### src/rtl/bcd_pkg.sv
// Shared types and constants for the BCD/binary converter slice.
// Holds the FSM state enum, the digit constants and a clog2 helper.
package bcd_pkg;

  typedef enum logic [1:0] {
    IDLE,
    SHIFT,
    DONE
  } state_t;

  localparam int BCD_DIGIT_W = 4;

  localparam logic [BCD_DIGIT_W-1:0]
    BCD_MAX_DIGIT  = 4'd9;
  localparam logic [BCD_DIGIT_W-1:0]
    BCD_ADJ_THRESH = 4'd8;
  localparam logic [BCD_DIGIT_W-1:0]
    BCD_ADD_THRESH = 4'd5;
  localparam logic [BCD_DIGIT_W-1:0]
    BCD_ADJ_VAL    = 4'd3;

  function automatic int clog2(input int v);
    int r;
    r = 0;
    while ((1 << r) < v) r++;
    return r;
  endfunction

endpackage

### src/rtl/bcd_digit_adjust.sv
// Per-digit double-dabble correction, purely combinational.
// Ports: din (4-bit digit), dout (corrected digit). ADD=1 gives +3 form.
module bcd_digit_adjust
  import bcd_pkg::*;
#(
  parameter bit ADD = 1'b0
) (
  input  logic [BCD_DIGIT_W-1:0] din,
  output logic [BCD_DIGIT_W-1:0] dout
);

  // ADD=0: reverse dabble (>=8 -> -3).
  // ADD=1: forward dabble (>=5 -> +3).
  if (ADD) begin : g_add
    assign dout = (din >= BCD_ADD_THRESH)
                ? din + BCD_ADJ_VAL
                : din;
  end else begin : g_sub
    assign dout = (din >= BCD_ADJ_THRESH)
                ? din - BCD_ADJ_VAL
                : din;
  end

endmodule

### src/rtl/bcd2bin_seq.sv
// Sequential BCD-to-binary converter (reverse double dabble).
// Ports: clk, reset, start/bcd_in in; ready, busy, done, binary_out, error out.
module bcd2bin_seq
  import bcd_pkg::*;
#(
  parameter int NDIGITS = 3,
  parameter int BIN_W   = 10
) (
  input  logic                   clk,
  input  logic                   reset,
  input  logic                   start,
  input  logic [4*NDIGITS-1:0]   bcd_in,
  output logic                   ready,
  output logic                   busy,
  output logic                   done,
  output logic [BIN_W-1:0]       binary_out,
  output logic                   error
);

  localparam int BCD_W = BCD_DIGIT_W * NDIGITS;
  localparam int CNT_W =
    (clog2(BIN_W) < 1) ? 1 : clog2(BIN_W);
  localparam logic [CNT_W-1:0] LAST =
    CNT_W'(BIN_W - 1);

  state_t state;
  state_t nxt;

  logic [BCD_W-1:0] bcd_sr;
  logic [BIN_W-1:0] bin_sr;
  logic [CNT_W-1:0] cnt;

  logic [BCD_W-1:0] bcd_sh;
  logic [BIN_W-1:0] bin_sh;
  logic [BCD_W-1:0] bcd_adj;

  logic accept;
  logic bad;
  logic last;

  assign ready  = (state != SHIFT);
  assign busy   = (state == SHIFT);
  assign done   = (state == DONE);
  assign accept = ready & start;
  assign last   = (cnt == LAST);

  // One-bit right shift of the whole {bcd,bin} pair.
  assign {bcd_sh, bin_sh} =
    {1'b0, bcd_sr, bin_sr[BIN_W-1:1]};

  for (genvar i = 0; i < NDIGITS; i++) begin : g_dig
    bcd_digit_adjust #(
      .ADD (1'b0)
    ) u_adj (
      .din  (bcd_sh[i*BCD_DIGIT_W +: BCD_DIGIT_W]),
      .dout (bcd_adj[i*BCD_DIGIT_W +: BCD_DIGIT_W])
    );
  end

  always_comb begin
    bad = 1'b0;
    for (int i = 0; i < NDIGITS; i++) begin
      if (bcd_in[i*BCD_DIGIT_W +: BCD_DIGIT_W]
          > BCD_MAX_DIGIT)
        bad = 1'b1;
    end
  end

  always_ff @(posedge clk or posedge reset) begin
    if (reset) state <= IDLE;
    else       state <= nxt;
  end

  always_comb begin
    nxt = state;
    unique case (state)
      IDLE, DONE: begin
        if (accept) nxt = bad ? DONE : SHIFT;
        else        nxt = IDLE;
      end
      SHIFT: begin
        if (last) nxt = DONE;
      end
      default: nxt = IDLE;
    endcase
  end

  always_ff @(posedge clk or posedge reset) begin
    if (reset) begin
      bcd_sr     <= '0;
      bin_sr     <= '0;
      cnt        <= '0;
      binary_out <= '0;
      error      <= 1'b0;
    end else begin
      unique case (1'b1)
        accept: begin
          bcd_sr <= bcd_in;
          bin_sr <= '0;
          cnt    <= '0;
          error  <= bad;
          if (bad) binary_out <= '0;
        end
        busy: begin
          bcd_sr <= bcd_adj;
          bin_sr <= bin_sh;
          cnt    <= cnt + 1'b1;
          if (last) binary_out <= bin_sh;
        end
        default: ;
      endcase
    end
  end

endmodule

### config.mk
export PLATFORM = sky130hd
export DESIGN_NAME = bcd2bin_seq
export DESIGN_NICKNAME = d
export VERILOG_FILES = /design/src/rtl/bcd_pkg.sv /design/src/rtl/bcd_digit_adjust.sv /design/src/rtl/bcd2bin_seq.sv
export SDC_FILE = /design/constraint.sdc
export NUM_CORES = 1
export LEC_CHECK = 0
export BUFFER_PORTS_ARGS = -buffer_cell sky130_fd_sc_hd__buf_4
export CAP_MARGIN = 20
export CORE_UTILIZATION = 50
export CTS_CLUSTER_DIAMETER = 120
export DETAILED_ROUTE_END_ITERATION = 7
export PLACE_DENSITY = 0.82
export SKIP_CTS_REPAIR_TIMING = 1
export SYNTH_ARGS = -nofsm -noshare
export SYNTH_HDL_FRONTEND = slang
export SYNTH_SLANG_ARGS = --single-unit
### constraint.sdc
create_clock -name clk -period 1.4 [get_ports clk]
set_clock_uncertainty 0.1 [all_clocks]
set_input_delay 0.07 -clock clk [delete_from_list [all_inputs] [get_ports clk]]
set_output_delay 0.07 -clock clk [all_outputs]
set_load 0.01 [all_outputs]
==> flow_metrics.py <==
metrics = {
    "run_status": {
        "status": "finished, violations left",
        "violations": "negative hold slack",
    },
    "yosys": {
        "synth_top_cell_by_area": "dfrtp_1",
        "synth_cells": 194,
        "synthFlopType": "dfrtp_1",
        "synthesis.nets": 215,
        "netlist_area_um2": 1900,
        "synth_seq_area_share_pct": 50.1,
        "synth_edf_count": 0,
        "netlist_top_cells_count": "dfrtp_1, nand2_1, o21ai_0, a21oi_1, nand3_1",
        "syn_avg_cell_area_um2": 9.78,
        "ys_ff_latch": 38,
        "synth_area_leaders": "dfrtp_1, o21ai_0, mux2i_1",
        "yosysTopAreaCellShare_pct": 50.1,
        "ys_types": 29,
        "yosysMostFrequentCell": "dfrtp_1",
        "async_flop_share_pct": 100,
        "ys_warn_count": 0,
    },
    "floorplanning": {
        "die_x_um": 63.6,
        "ioPinCount": 29,
        "fp.dieArea_um2": 4050,
        "core_um2": 3660,
        "die_y_um": 63.6,
        "row_count": 22,
        "initial_core_util_pct": 51.8,
    },
    "drt": {
        "antenna_left": 0,
        "routed_via_density": 5.40,
        "totalWireLength_um": 3790,
        "drc": 0,
        "vias": 1539,
        "wl_per_cell_um": 13.3,
        "first_pass_iters": 4,
        "drt_iter0_drc": 143,
    },
    "timing": {
        "fin_crit_ns": 1.38,
        "setup_tns_ns": 0,
        "drv_slew": 0,
        "finalHoldViolations": 3,
        "tightestPinTransition_ns": 0.475,
        "slew_headroom_pct": 68.3,
        "post-route-period-util_pct": 98.4,
        "rsz0062_at_grt": "yes",
        "setup_violations": 0,
        "timing.hold.ws_ns": -0.0145,
        "fmax_mhz": 726,
        "worst_slack_ns": 0.0218,
    },
    "clock_network": {
        "clock_latency_ns": 0.28,
        "clock_path_buffers": 2,
        "cts_sinks": 38,
        "cts_root_buf": "clkbuf_8",
        "tritoncts": "yes",
        "htree_levels": 2,
        "clk_pin_slew_ns": 0.08,
        "numCtsBuffers": 5,
    },
    "worst_setup_path": {
        "path_class": "register to register",
        "critPathRequiredTime_ns": 1.52,
        "rr_worst_depth": 5,
        "worstPathCellList": "nand2b_4 > clkinv_8 > a311oi_2 > buf_4 > nand2b_1",
        "rr_startpoint": "state[0]$_DFFE_PP0P_",
        "setup.worst_path.start": "state[0]$_DFFE_PP0P_",
        "r2r_setup_slack_ns": 0.02,
        "path_buf_inv": 2,
        "crit_family": "flip-flops",
        "crit_path_top_delay_cell": "dfrtp_1",
        "cp-end-kind": "register",
        "r2r_end": "error$_DFFE_PP0P_",
        "crit_path_start_kind": "register",
        "slowest_delay_ns": 0.42,
        "crit_path_max_fanout": 11,
        "arrival_ns": 1.50,
    },
    "min_path": {
        "hold_class": "input pin to register",
        "min_to": "bcd_sr[4]$_DFFE_PP0N_",
        "hold_start": "bcd_in[4]",
        "hold_depth": 3,
    },
    "finish": {
        "drive_gt1_share_pct": 27.0,
        "diodes": 0,
        "design_area_um2": 2410,
        "area_growth_pct": 27.2,
        "nNetsFinal": 257,
        "nFillCells": 306,
    },
    "pwr": {
        "p_int_uw": 2550,
        "p_per_area_nw_per_um2": 1490,
        "switching_power_uw": 1060,
        "p_comb_share_pct": 27.3,
        "p_leak_uw": 0.00115,
        "clock_power_share_pct": 31.5,
        "irDropWorstVdd_mv": 0.954,
        "finalPower_uw": 3610,
        "swShare_pct": 29.4,
        "power_frac_seq_pct": 41.2,
    },
    "run": {
        "drv_cap": 0,
    },
    "global_route": {
        "grt_pass1_wl_um": 6420,
        "grt_antenna_before_repair": 0,
        "grt_max_degree": 39,
        "gr-total-overflow": 0,
        "grt_pass1_vias": 1449,
        "grtUsageTotal_pct": 20.3,
    },
    "place": {
        "place_hpwl_um": 2580,
        "place_congestion": 0.782,
        "place_area_um2": 2180,
        "place.port_buffers": 28,
        "post-place-ws_ns": -0.0591,
    },
}
worst max path at each step:
| stage | to | slack, ns | depth (start not counted) |
|---|---|---|---|
| 2_1_floorplan | binary_out[2]$_DFFE_PP0P_ | 0.09 | 5 |
| 3_3_place_gp | binary_out[4]$_DFFE_PP0P_ | 0.02 | 5 |
| 3_5_place_dp | binary_out[3]$_DFFE_PP0P_ | -0.06 | 5 |
| 4_1_cts | busy | -0.07 | 4 |
| 5_1_grt | ready | -0.02 | 3 |
| 6_report | error$_DFFE_PP0P_ | 0.02 | 5 |
metrics by stage:
| step | instances | hold WS, ns | utilization [%] |
|---|---|---|---|
| after global placement | 270 | 0.114 | 59.7 |
| after CTS | 278 | -0.186 | 63.6 |
| after detailed placement | 270 | 0.120 | 59.7 |
| final | 285 | -0.0145 | 65.9 |
| after floorplan | 194 | 0.126 | - |
| after global routing | 285 | 0.0108 | 65.9 |
cells by family after synthesis:
kind of cell / count (synthesis) / share of synthesized area, %
AO/OA/AOI/OAI: 54 / 16.7
XOR/XNOR: 4 / 1.85
adder cells (fa/ha/maj): 6 / 3.96
buffers and inverters: 22 / 6.20
flip-flops: 38 / 50.1
multiplexers: 13 / 6.92
AND/OR/NAND/NOR: 57 / 14.3
tightest hold or removal path: cells and delay by family:
kind	cells	cell delay, ns
compound gates	1	0.14
buf+inv	1	0.07
mux	1	0.05
registers in the layout, indices dropped and copies added, names as in the netlist:
register / count
cnt: 4
bcd_sr: 12
binary_out: 10
bin_sr: 9
error: 1
state: 2
area by class of cell:
cell class	count	area (um2)	share of cell area (%)
well taps	48	60.1	2.49
repair buffers	48	380	15.8
clock inverters	2	60.1	2.49
clock buffers	6	82.6	3.42
multi-input cells	134	833	34.5
inverters	9	46.3	1.92
flip-flops and latches	38	951	39.4
metal layers:
metal / part of all wire (%) / vias to the layer above / routed length [um] / track usage [%]
met3: 3.0 / 7 / 113 / 3.44
met4: 1.1 / 0 / 41 / 7.10
li1: - / 747 / - / -
met5: 0 / - / 0 / 0
met2: 50 / 33 / 1910 / 35.0
met1: 46 / 752 / 1730 / 25.3
power groups by stage:
stage	clock [uW]	combinational, uW	sequential, uW
after floorplan	0	667	1470
final	1140	984	1490
after global routing	1220	1100	1510
after global placement	0	872	1500
after CTS	1160	910	1490
after detailed placement	0	911	1500
layout by cell type (no fill, tap or decap):
cell           netlist  routed
inv_2                1       1
buf_6                2       2
o22ai_1              3       3
nor2_1               1       1
ha_2                 0       1
mux2i_1             12      12
o211a_1              4       4
nand2b_1             2       2
nand3b_1             1       1
clkinv_8             0       1
and3_2               1       1
o21ai_0             30      26
a311oi_2             1       1
o221a_2              2       2
a21oi_1             14      14
xnor2_1              2       2
nand2b_4             1       1
xor2_1               2       2
o21ai_1              0       4
bufinv_16            0       2
dfrtp_1             38      38
buf_4                3      43
buf_8                0       1
nand2_1             31      31
inv_1                7       7
and3b_2              0       1
ha_1                 6       5
clkbuf_8             0       6
nor2b_1              3       3
mux2_2               1       1
nand3_1             14      14
dlygate4sd3_1        0       2
or3_1                2       2
Note: power is estimated with default switching activity, not from simulation.
